==> src/rtl/seven_seg_scan_decoder.sv <==
// Seven-segment scan decoder.
// Watches a multiplexed seven-segment bus (active-low one-hot anodes, active-high abcdefg
// segments), recovers the hex nibble shown on each digit once its pattern has been stable,
// and publishes a complete frame of all digits on a valid/ready output.
module seven_seg_scan_decoder #(
    parameter int unsigned N_DIGITS      = 8,
    parameter int unsigned STABLE_CYCLES = 4
) (
    input  logic                  clk,
    input  logic                  reset,
    input  logic [N_DIGITS-1:0]   anodes_n,
    input  logic [6:0]            segments,
    output logic [4*N_DIGITS-1:0] frame_value,
    output logic [N_DIGITS-1:0]   frame_err,
    output logic                  frame_valid,
    input  logic                  frame_ready,
    output logic                  overrun
);

    localparam logic [7:0] STABLE_CNT = 8'(STABLE_CYCLES);

    typedef enum logic [1:0] {
        StIdle,
        StSettle,
        StHeld
    } state_e;

    state_e                  state_q;
    logic [7:0]              cnt_q;
    logic [N_DIGITS+6:0]     prev_q;
    logic [N_DIGITS-1:0]     seen_q;
    logic [4*N_DIGITS-1:0]   work_val_q;
    logic [N_DIGITS-1:0]     work_err_q;

    logic [N_DIGITS-1:0]     sel;
    logic                    sample_valid;
    logic                    sample_same;
    logic                    capture;
    logic                    all_seen;
    logic                    complete_load;
    logic                    complete_drop;
    logic [3:0]              nib;
    logic                    seg_err;

    // Classify the current bus sample and decide capture / frame completion for this edge.
    always_comb begin
        sel           = ~anodes_n;
        // Exactly one digit selected: non-zero and a power of two.
        sample_valid  = (sel != '0) && ((sel & (sel - N_DIGITS'(1))) == '0);
        sample_same   = ({anodes_n, segments} == prev_q);
        capture       = (state_q == StSettle) && sample_valid && sample_same &&
                        ((cnt_q + 8'd1) == STABLE_CNT);
        all_seen      = &seen_q;
        complete_load = all_seen && (!frame_valid || frame_ready);
        complete_drop = all_seen && frame_valid && !frame_ready;
    end

    // Segment pattern to hex nibble; anything outside the table flags an error.
    always_comb begin
        nib     = 4'h0;
        seg_err = 1'b0;
        case (segments)
            7'b1111110: nib = 4'h0;
            7'b0110000: nib = 4'h1;
            7'b1101101: nib = 4'h2;
            7'b1111001: nib = 4'h3;
            7'b0110011: nib = 4'h4;
            7'b1011011: nib = 4'h5;
            7'b1011111: nib = 4'h6;
            7'b1110000: nib = 4'h7;
            7'b1111111: nib = 4'h8;
            7'b1111011: nib = 4'h9;
            7'b1110111: nib = 4'hA;
            7'b0011111: nib = 4'hB;
            7'b1001110: nib = 4'hC;
            7'b0111101: nib = 4'hD;
            7'b1001111: nib = 4'hE;
            7'b1000111: nib = 4'hF;
            default:    seg_err = 1'b1;
        endcase
    end

    // Stability FSM, digit capture, frame assembly and output handshake.
    always_ff @(posedge clk) begin
        if (reset) begin
            state_q     <= StIdle;
            cnt_q       <= 8'd0;
            prev_q      <= '0;
            seen_q      <= '0;
            work_val_q  <= '0;
            work_err_q  <= '0;
            frame_value <= '0;
            frame_err   <= '0;
            frame_valid <= 1'b0;
            overrun     <= 1'b0;
        end else begin
            prev_q  <= {anodes_n, segments};
            overrun <= complete_drop;

            unique case (state_q)
                StIdle: begin
                    if (sample_valid) begin
                        state_q <= StSettle;
                        cnt_q   <= 8'd1;
                    end
                end
                StSettle: begin
                    if (!sample_valid) begin
                        state_q <= StIdle;
                    end else if (!sample_same) begin
                        cnt_q <= 8'd1;
                    end else begin
                        cnt_q <= cnt_q + 8'd1;
                        if (capture) begin
                            state_q <= StHeld;
                        end
                    end
                end
                StHeld: begin
                    // Stable pattern already captured; only a change re-arms the counter.
                    if (!sample_valid) begin
                        state_q <= StIdle;
                    end else if (!sample_same) begin
                        state_q <= StSettle;
                        cnt_q   <= 8'd1;
                    end
                end
                default: state_q <= StIdle;
            endcase

            for (int i = 0; i < int'(N_DIGITS); i++) begin
                if (capture && sel[i]) begin
                    work_val_q[4*i +: 4] <= nib;
                    work_err_q[i]        <= seg_err;
                end
            end

            // A capture coinciding with completion belongs to the next frame.
            seen_q <= (all_seen ? '0 : seen_q) | (capture ? sel : '0);

            if (complete_load) begin
                frame_value <= work_val_q;
                frame_err   <= work_err_q;
                frame_valid <= 1'b1;
            end else if (frame_valid && frame_ready) begin
                frame_valid <= 1'b0;
            end
        end
    end

endmodule

==> config.mk <==
export PLATFORM = sky130hd
export DESIGN_NAME = seven_seg_scan_decoder
export DESIGN_NICKNAME = d
export VERILOG_FILES = /design/src/rtl/seven_seg_scan_decoder.sv
export SDC_FILE = /design/constraint.sdc
export NUM_CORES = 1
export LEC_CHECK = 0
export BUFFER_PORTS_ARGS = -buffer_cell sky130_fd_sc_hd__buf_4
export CORE_ASPECT_RATIO = 0.6
export CORE_MARGIN = 1
export CORE_UTILIZATION = 40
export CTS_CLUSTER_SIZE = 14
export DETAILED_ROUTE_END_ITERATION = 7
export SETUP_SLACK_MARGIN = 0.3
export SKIP_CTS_REPAIR_TIMING = 1
export SLEW_MARGIN = 10
export SYNTH_ARGS = -nofsm -noshare
export SYNTH_HDL_FRONTEND = slang
export SYNTH_SLANG_ARGS = --single-unit
export TNS_END_PERCENT = 5
==> constraint.sdc <==
create_clock -name clk -period 2.6 [get_ports clk]
set_input_delay 0.26 -clock clk [delete_from_list [all_inputs] [get_ports clk]]
set_output_delay 0.26 -clock clk [all_outputs]
set_load 0.02 [all_outputs]
# Word level (Yosys, flattened, before mapping)
# Cells that the tools add are included.
[word_totals] register_bits=115 inputBits=18 output_inout_bits=42 word_cells=103
[op_classes] add_sub_neg=2 eq_ne=27 muxes=19 n_bitwise=3 n_reduce_logical=28
[op_table] operator="7-bit == test, second input constant" n=12
[op_table] operator="4-bit one-hot mux with 15 select lines" n=1
[op_table] operator="8-bit 2-to-1 mux" n=7
[op_table] operator="8-bit one-hot mux with 3 select lines" n=1
[op_table] operator="7-bit by 6-bit == test with 1-bit output, second input constant" n=3
[op_table] operator="1-bit logical AND" n=16
[op_table] operator="16-bit OR reduction" n=1
[op_table] operator="15-bit == test" n=1
[op_table] operator="2-bit 2-to-1 mux" n=6
[op_table] operator="3-bit != test, second input constant" n=3
[op_table] operator="8-bit by 1-bit adder with 8-bit output, second input constant" n=1
[op_table] operator="8-bit AND" n=1
[op_table] operator="8-bit by 3-bit == test with 1-bit output, second input constant" n=1
[op_table] operator="8-bit logical NOT" n=1
[op_table] operator="2-bit != test, second input constant" n=4
[op_table] operator="8-bit NOT" n=1
[op_table] operator="8-bit OR" n=1
[op_table] operator="8-bit AND reduction" n=1
[op_table] operator="8-bit nonzero test" n=1
[op_table] operator="8-bit by 1-bit subtractor with 8-bit output, second input constant" n=1
[op_table] operator="7-bit by 5-bit == test with 1-bit output, second input constant" n=1
[op_table] operator="2-bit one-hot mux with 3 select lines" n=1
[op_table] operator="5-bit AND reduction" n=1
[op_table] operator="4-bit AND reduction" n=1
[op_table] operator="other kinds (8)" n=11

# Depth between registers and ports, before layout
# Gate-level depths: netlist of run 1.
[depth] word_depth=12 ltp_mapped=8

# Worst setup path before layout of run 1
# No wires, ideal clock.
[synth_path] path_kind="flip-flop to flip-flop" from="register cnt_q[0]" to="register work_err_q[4]" setup_time_ns=0.076 t_arrival_ns=2.005 required_ns=2.524 slack_ns=0.519 path_stages_with_launch=8 path_buffers=1 synth_period_minus_slack_ns=2.081 path_cell_list="dfxtp_1 ha_1 and3_1 o41ai_1 nand3_1 buf_2 nor3_2 mux2i_1"
[synth_between] elab_chain_len=4
[synth_rtl] element="from (decl)" line="29" rtl="logic [7:0] cnt_q;"
[synth_rtl] element="from (signal assigned)" line="113" rtl="cnt_q <= cnt_q + 8'd1;"
[synth_rtl] element="8-bit by 1-bit adder with 8-bit output" line="52" rtl="((cnt_q + 8'd1) == STABLE_CNT);"
[synth_rtl] element="8-bit by 3-bit == test with 1-bit output" line="52"
[synth_rtl] element="1-bit logical AND" line="51" rtl="capture = (state_q == StSettle) && sample_valid && sample_same &&"
[synth_rtl] element="1-bit logical AND" line="132" rtl="if (capture && sel[i]) begin"
[synth_rtl] element="to (signal, indexed assignment)" line="134" rtl="work_err_q[i] <= seg_err;"
[synth_rtl] element="to (decl)" line="33" rtl="logic [N_DIGITS-1:0] work_err_q;"
# Every way passes these cells.
# A chain may end at the register's enable or synchronous reset.

# Worst setup path after layout of run 1
[layout_path] from="register cnt_q[0]" to="register work_val_q[21]"
[layout_between] elab_chain_len=4
[layout_rtl] element="8-bit by 1-bit adder with 8-bit output" line="52"
[layout_rtl] element="8-bit by 3-bit == test with 1-bit output" line="52"
[layout_rtl] element="1-bit logical AND" line="51"
[layout_rtl] element="1-bit logical AND" line="132"
[layout_rtl] element="to (signal, indexed assignment)" line="133" rtl="work_val_q[4*i +: 4] <= nib;"
[layout_rtl] element="to (decl)" line="32" rtl="logic [4*N_DIGITS-1:0] work_val_q;"
# Every way passes these cells.

==> metrics.txt, run 1 <==
status=finished clean; wire length of the first global-routing pass=between 15000 and 20000 µm; number of routed nets with antenna violations=0; master cell of the clock root buffer=clkbuf_16; portion of the clock cycle consumed by the worst path in the final layout=between 80% and 90%; fin nets=~640; Congestion Overflow GR=0; number of synthesized flops with an enable pin=0; type of element capturing the critical path=flop; via count of the first global-routing pass=approximately 3700; router iterations before antenna repair=5; area added between synthesis and finish=26.33%; share of async-settable or async-resettable flops after synthesis=0%; setup violation total in the final timing report=0; number of endpoints with negative hold slack in the final report=0; Mapped Cells=between 500 and 600; number of slew-limit violations in the final report=0; Vias per Instance=just over 5; #FFs+latches synth=~120; final clock skew=between 0.008 and 0.009 ns; kind of start point of the critical path=flop; routed length per placed instance=approximately 15 µm; antenna violations before repair=0; Reg clk slew, reported paths=~0.060 ns; fin area=0.006196 mm²; Clock Sink Count=around 120; num rows=30; peak-usage layer in the global routing report=met1; largest voltage drop on the vdd net=573.8 µV; number of buffers created by CTS=17; transition time of the tightest slew-check pin=0.7034 ns; Port-buffer cells=59; top cells by area, synth=dfxtp_1 (47%), nand2_1 (9.6%), mux2i_1 (6.5%); clk_lat worst skew=around 0.41 ns; Final Critical Period=between 2 and 2.5 ns; data arrival time at the worst-slack endpoint=2.50 ns; total power of the final layout=roughly 4.4 mW; GRT Total Usage=about 20%; static leakage=2.327 nW; class of the tightest hold or removal check=input pin to flop; post-synth top area share=46.94%; maximum level of the CTS H-tree=4; number of placed I/O pins=60; primary flip-flop cell chosen by synthesis mapping=dfxtp_1; number of warnings printed during yosys synthesis=0; net count after synthesis=roughly 580; Max Cap Viol=0; Avg Synthesized Cell Area=just under 9 µm²; proportion of synthesized chip area in sequential cells=between 40 and 50%; final std cells w/o fill=between 700 and 800; commonest non-fill, non-tap cell in the layout=nand2_1; Max Fanout on Critical Path=10; total number of vias=4107; overall routed net length=about 12000 µm; Worst Path Class, Setup=flop to flop; global-route track usage on met1=29.35%; die area=roughly 0.013 mm²; setup TNS after final layout=0 ns; ratio of total power to cell area=a little over 700 mW/mm²; placed inst area=roughly 0.0055 mm²; RSZ-0062 raised after global routing=no; placed cells=about 760; achievable clock frequency=~460 MHz; minimum setup slack after placement=approximately 0.21 ns; Die Wd=145.0 µm; pin count of the biggest net entering global routing=68; ANT cells=0; PnR worst setup slack=0.4388 ns; chip height=between 80 and 90 µm; leading area contributor after synthesis=dfxtp_1; placed wire-length estimate after detailed placement=between 8000 and 9000 µm; Slew HR=a little over half; met3 track utilization from global routing=5.260%; initial cell density of the core=a little over two fifths; number of violations reported at the end of detailed-routing iteration 0=roughly 260; clock tree from TritonCTS=done; global placer's final weighted congestion=0.7968; WP data required=~3 ns; Cell Area, Synth=0.004905 mm²; Core ar.=0.01160 mm²; buffers from clock root to sink, at most=2; remaining design rule violation count=0; layout cell share with drive strength beyond 1=a little over a fifth; unique cell type count in the Yosys netlist=53; met2 track demand over resource in global routing=27.97%; most frequent cells in the layout=nand2_1 (126), dfxtp_1 (113), buf_4 (77), a21oi_1 (54), mux2i_1 (32)
worst max-delay path, cell delays in order (launching register included):
cell and delay [ns]:
dfxtp_2 0.36, ha_2 0.22, and3_1 0.24, o41ai_2 0.31, nand3_2 0.17, buf_4 0.23
nor3_4 0.20, buf_4 0.17, mux2i_1 0.18
where the power goes:
group / internal, mW / switching (mW) / total, mW
clock network: 1.62 / 0.864 / 2.48
logic: 0.0622 / 0.112 / 0.174
registers: 1.78 / 0.00709 / 1.78
metrics by stage:
stage | hold WS [ns] | utilization, %
after floorplan | 0.3882 | -
after global placement | 0.4454 | 47.59
after detailed placement | 0.4488 | 47.59
after CTS | 0.1445 | 53.03
after global routing | 0.1550 | 53.42
final | 0.1603 | 53.42
logic make-up (layout without fill, tap and decap cells):
logic type / count (synthesis) / after routing / synth area share, %
and+or+nand+nor: 237 / 237 / 24.87
adders and majority gates: 2 / 2 / 0.5101
muxes: 32 / 32 / 6.531
buffers and inverters: 46 / 118 / 4.082
AOI/OAI and AO/OA: 109 / 109 / 13.88
xor gates and xnor gates: 17 / 17 / 3.189
DFF: 115 / 115 / 46.94
final timing paths:
kind / cells past startpoint / slack (ns) / from / endpoint
max reg2reg: 8 / 0.44 / cnt_q[0] / work_val_q[21]
min: 2 / 0.16 / anodes_n[7] / prev_q[14]
min reg2reg: 2 / 0.45 / frame_value[12] / frame_value[12]
max: 8 / 0.44 / cnt_q[0] / work_val_q[21]
layout make-up:
cell class                      instances  area [µm²]
Clock inverter                         14       201.4
Inverter                                8       30.03
Sequential cell                       115        2305
Timing Repair Buffer                   78       598.1
Multi-Input combinational cell        397        2432
Fill cell                            1037        5403
Tap cell                              160       200.2
Clock buffer                           18       429.2
flip-flops by register name, summed over array words and instances, names as in the netlist:
| signal | count |
|---|---|
| overrun | 1 |
| prev_q | 15 |
| frame_value | 32 |
| cnt_q | 8 |
| work_val_q | 32 |
| frame_err | 8 |
| seen_q | 8 |
| frame_valid | 1 |
| state_q | 2 |
| work_err_q | 8 |
routing by layer:
layer / vias up / wire [µm]
met3: 6 / 699
met4: 0 / 74
met1: 1942 / 6289
li1: 2046 / -
met2: 113 / 5015
met5: - / 0
synthesized netlist by cell type, drive strengths merged, types with 5 or more instances:
cell type  number
a211oi         10
a21o            5
a21oi          54
a31oi           7
and2            8
buf             7
clkbuf         31
dfxtp         115
inv             8
mux2i          32
nand2         126
nand2b         11
nand3          12
nand4           9
nor2           12
nor2b          15
nor3           15
nor4b           5
o211ai          5
o21a            8
o21ai           8
xnor2          16
Power figures use the tool's default switching activity.
==> inputs of run 2 (changes only) <==
Clock period 2.6 ns to 2.05 ns, I/O delays scaled along.
==> run 2 against run 1 <==
  * Routed wire length increased by 3.0%
  * Global-route usage increased by 0.36 points
  * Via count increased by 1.8%
  * Design area increased by 7.7%
  * Clock skew increased by 0.0064 ns
  * Largest cell class unchanged
==> metrics.txt, run 2 (synthesis results as in run 1) <==
registers with the highest flip-flop counts=frame_value (32), work_val_q (32), prev_q (15); number of slew-limit violations in the final report=0; layout cell share with drive strength beyond 1=about 28%; wire length of the first global-routing pass=slightly above 20000 µm; clk_lat worst skew=0.41 ns; chip height=between 80 and 90 µm; Max Fanout on Critical Path=6; area added between synthesis and finish=36.05%; number of stages on the worst setup path=6; Vias per Instance=just over 5; routed length per placed instance=approximately 15 µm; static leakage=2.594 nW; number of buffers created by CTS=17; number of routed nets with antenna violations=0; commonest non-fill, non-tap cell in the layout=nand2_1; Reg clk slew, reported paths=0.06 ns; antenna violations before repair=0; number of placed I/O pins=60; number of endpoints with negative hold slack in the final report=0; class of the tightest hold or removal check=input pin to flop; setup violation total in the final timing report=0; slowest cell on the critical path=or4_1; type of element capturing the critical path=flop; number of violations reported at the end of detailed-routing iteration 0=220; Die Wd=between 100 and 150 µm; global placer's final weighted congestion=0.8553; Worst Path Class, Setup=flop to flop; met3 routed WL=between 600 and 700 µm; Max Cap Viol=0; setup TNS after final layout=0 ns; filler instances=around 1000; Worst Reg-to-Reg Cells=6; Port-buffer cells=between 50 and 60; worst hold path stage count=2; met2 wire length=a little over 5000 µm; fin nets=roughly 670; die area=between 0.01 and 0.015 mm²; final clock skew=0.01511 ns; data arrival time at the worst-slack endpoint=around 2.3 ns; placed wire-length estimate after detailed placement=slightly below 9000 µm; Worst Path Buf+Inv=0; Congestion Overflow GR=0; Slew HR=45.74%; overall routed net length=12450 µm; remaining design rule violation count=0; kind of start point of the critical path=flop; Clock Sink Count=between 100 and 150; transition time of the tightest slew-check pin=between 0.8 and 0.9 ns; final std cells w/o fill=just over 800; RSZ-0062 raised after global routing=yes; ratio of total power to cell area=837.9 mW/mm²; Util after Layout=between 50% and 60%; WP data required=about 2.4 ns; master cell of the clock root buffer=clkbuf_16; most frequent cells in the layout=nand2_1 (126), dfxtp_1 (110), buf_4 (98), a21oi_1 (54), mux2i_1 (31); clock tree from TritonCTS=done; CP cell instances=xnor2_1 -> nand4_1 -> nor4_4 -> o211ai_4 -> or4_1 -> o211a_1; highest routing layer actually used=met4; via count of the first global-routing pass=3938; buffers from clock root to sink, at most=2; largest voltage drop on the vdd net=637.7 µV; router iterations before antenna repair=5; maximum cell stage delay along the critical path=0.52 ns; achievable clock frequency=around 500 MHz; Final Critical Period=~2.0 ns; initial cell density of the core=a little over two fifths; Crit path max-delay family=simple AND/OR/NAND/NOR gates; placed cells=around 800; portion of the clock cycle consumed by the worst path in the final layout=97.91%; total number of vias=~4200; ANT cells=0; detailed-route wire length on metal 1=between 6000 and 7000 µm; Core ar.=0.01160 mm²; status=finished clean; num rows=30; pin count of the biggest net entering global routing=around 40; maximum level of the CTS H-tree=4; GRT Total Usage=roughly a fifth
## run 2: changes by cell type in the layout (fill, tap and decap cells not counted), moves of 4 or more
cell      delta
a211oi_1     -5
a211oi_2     +5
buf_12       +5
buf_4       +21
buf_6        +6
inv_6        -4
nor3_2       -5
nor3_4       +5
xnor2_1      -6
xnor2_2      +6
## run 2: report_power, final
| group | leakage, nW | internal [mW] | total (mW) | switching [mW] |
|---|---|---|---|---|
| registers | 0.932 | 2.25 | 2.26 | 0.00968 |
| logic | 1.37 | 0.106 | 0.260 | 0.154 |
| clock network | 0.296 | 2.11 | 3.07 | 0.959 |
## run 2: area by class of cell
type | instances | area, µm² | share of cell area, %
clock buffer | 24 | 481.7 | 7.219
clock inverter | 5 | 125.1 | 1.875
inverter | 8 | 30.03 | 0.4500
multi-input combinational | 397 | 2601 | 38.98
sequential | 115 | 2311 | 34.63
tap | 160 | 200.2 | 3.000
timing repair buffer | 110 | 923.4 | 13.84
## run 2: path summary, 6_finish.rpt
| kind | from | slack (ns) | endpoint |
|---|---|---|---|
| max | prev_q[4] | 0.04 | work_val_q[31] |
| min | segments[5] | 0.03 | prev_q[5] |
| max reg2reg | prev_q[4] | 0.04 | work_val_q[31] |
| min reg2reg | work_val_q[25] | 0.45 | frame_value[25] |
## run 2: layer usage
metal  up-vias  track usage, %
li1       2110               -
met1      1952           28.53
met2       105           28.89
met3        15           6.615
met4         0           7.737
met5         -               0
## run 2: through the flow
stage | instance area [µm²] | hold slack [ns] | power, mW | worst slack, ns
finish | 6673 | 0.03490 | 5.591 | 0.04286
global route | 6673 | 0.04792 | 5.776 | -0.04616
floorplan | 5022 | 0.3332 | 2.467 | 0.01660
detailed placement | 5898 | 0.4440 | 2.560 | -0.1353
global placement | 5898 | 0.4448 | 2.556 | -0.03639
CTS | 6505 | 0.03481 | 5.633 | -0.1969
==> inputs of run 3 (changes only) <==
Settings changed: CTS_BUF_LIST from default to sky130_fd_sc_hd__clkbuf_4.
Clock period 2.05 ns to 2 ns, I/O delays scaled along.
==> run 3 against run 2 <==
  * The flow now finishes with violations (setup timing)
  * Worst setup slack worse by 0.12 ns
  * Critical endpoint unchanged
  * Sequential share of layout area up 1.6 points
  * Clock skew up 0.0088 ns
  * Total power down 20%
  * Highest routed layer unchanged
  * Largest power group is now sequential cells
  * Register-to-register slack worse by 0.12 ns
  * Design area down 4.3%
  * Via count up 1.9%
  * Combinational power up 4%
==> metrics.txt, run 3 (synthesis results as in run 1) <==
status=finished with violations; failing checks=setup timing; die area=0.01272 mm²; achievable clock frequency=approximately 480 MHz; minimum setup slack after placement=-0.1246 ns; number of endpoints with negative hold slack in the final report=0; master cell of the clock root buffer=clkbuf_4; Die Wd=around 140 µm; Max Cap Viol=0; largest voltage drop on the vdd net=between 300 and 400 µV; class of the tightest hold or removal check=input pin to flop; total number of vias=4260; area added between synthesis and finish=30.18%; PnR worst setup slack=-0.07545 ns; Vias per Instance=approximately 5.2; Reg clk slew, reported paths=roughly 0.11 ns; Core ar.=~0.012 mm²; commonest non-fill, non-tap cell in the layout=nand2_1; number of buffers created by CTS=17; most frequent cells in the layout=nand2_1 (126), dfxtp_1 (111), buf_4 (96), a21oi_1 (54), mux2i_1 (32); type of element capturing the critical path=flop; placed wire-length estimate after detailed placement=just under 9000 µm; number of violations reported at the end of detailed-routing iteration 0=163; number of placed I/O pins=60; Crit path max-delay family=simple AND/OR/NAND/NOR gates; wire length of the first global-routing pass=roughly 20000 µm; initial cell density of the core=42.29%; via count of the first global-routing pass=3913; number of slew-limit violations in the final report=0; clk_lat worst skew=just over 0.5 ns; kind of start point of the critical path=flop; layout cell share with drive strength beyond 1=a little over a quarter; placed cells=about 790; remaining design rule violation count=0; ratio of total power to cell area=roughly 700 mW/mm²; Slew HR=about two fifths; final clock skew=~0.024 ns; Clock Sink Count=between 100 and 150; routed length per placed instance=about 15 µm; Congestion Overflow GR=0; placed inst area=about 0.0059 mm²; portion of the clock cycle consumed by the worst path in the final layout=103.8%; fin area=0.006385 mm²; transition time of the tightest slew-check pin=between 0.8 and 0.9 ns; static leakage=around 2.5 nW; registers with the highest flip-flop counts=frame_value (32), work_val_q (32), prev_q (15); buffers from clock root to sink, at most=2; Port-buffer cells=59; slowest cell on the critical path=or4_1; RSZ-0062 raised after global routing=yes; final std cells w/o fill=825; router iterations before antenna repair=4; WP data required=approximately 2.4 ns; clock tree from TritonCTS=done; fin nets=672; number of routed nets with antenna violations=0; num rows=30; overall routed net length=around 13000 µm; Worst Path Buf+Inv=0; pin count of the biggest net entering global routing=between 40 and 50; chip height=slightly below 90 µm; Final Critical Period=2.075 ns; global placer's final weighted congestion=about 0.85; maximum cell stage delay along the critical path=0.57 ns; Worst Path Class, Setup=flop to flop; GRT Total Usage=around a fifth; data arrival time at the worst-slack endpoint=around 2.5 ns; Max Fanout on Critical Path=4; worst hold margin=approximately 0.041 ns; ANT cells=0; CP cell instances=xnor2_2 -> nand4_1 -> nor4_4 -> o211ai_2 -> or4_1 -> o211a_1; setup violation total in the final timing report=21; maximum level of the CTS H-tree=4; Util after Layout=a little under three fifths; antenna violations before repair=0
## run 3: cell types whose count changed in the layout (fill, tap and decap cells not counted), sizes merged
cell         before  now
clkbuf           24   21
dlygate4sd3       0    8
buf             110  105
clkinv            1    6
clkinvlp          0    1
## run 3: power breakdown
part | internal [mW] | switching (mW) | total, mW
combinational | 0.112 | 0.158 | 0.270
clock | 1.04 | 0.858 | 1.90
sequential | 2.30 | 0.00986 | 2.31
## run 3: area by class of cell
type                    instances  area [µm²]
flip-flops and latches        115        2312
well taps                     160       200.2
clock buffers                  21       157.7
clock inverters                11       160.2
repair buffers                113       963.4
inverters                       8       30.03
multi-input cells             397        2561
fillers                      1075        5214
## run 3: tightest hold or removal path, stage by stage
cell	delay, ns
buf_4	0.15
inv_1	0.09
nor2_1	0.05
## run 3: metal layers
layer | track usage (%) | share of wire (%) | up-vias
met5 | 0 | 0 | -
met4 | 7.930 | 1.2 | 0
met3 | 5.208 | 4.5 | 16
met2 | 29.68 | 42 | 105
met1 | 28.94 | 52 | 2021
li1 | - | - | 2118
## run 3: worst paths after layout
kind	start	to	slack [ns]	cells past startpoint
max	prev_q[0]	work_val_q[31]	-0.08	6
min	anodes_n[0]	prev_q[7]	0.04	3
max reg2reg	prev_q[0]	work_val_q[31]	-0.08	6
min reg2reg	work_val_q[24]	frame_value[24]	0.45	2
## run 3: metrics by stage
| step | power [mW] | TNS [ns] |
|---|---|---|
| detailed placement | 2.618 | -2.751 |
| CTS | 4.518 | -4.231 |
| global placement | 2.613 | -0.8122 |
| floorplan | 2.528 | -0.02840 |
| finish | 4.480 | -0.5812 |
| global route | 4.671 | -5.927 |
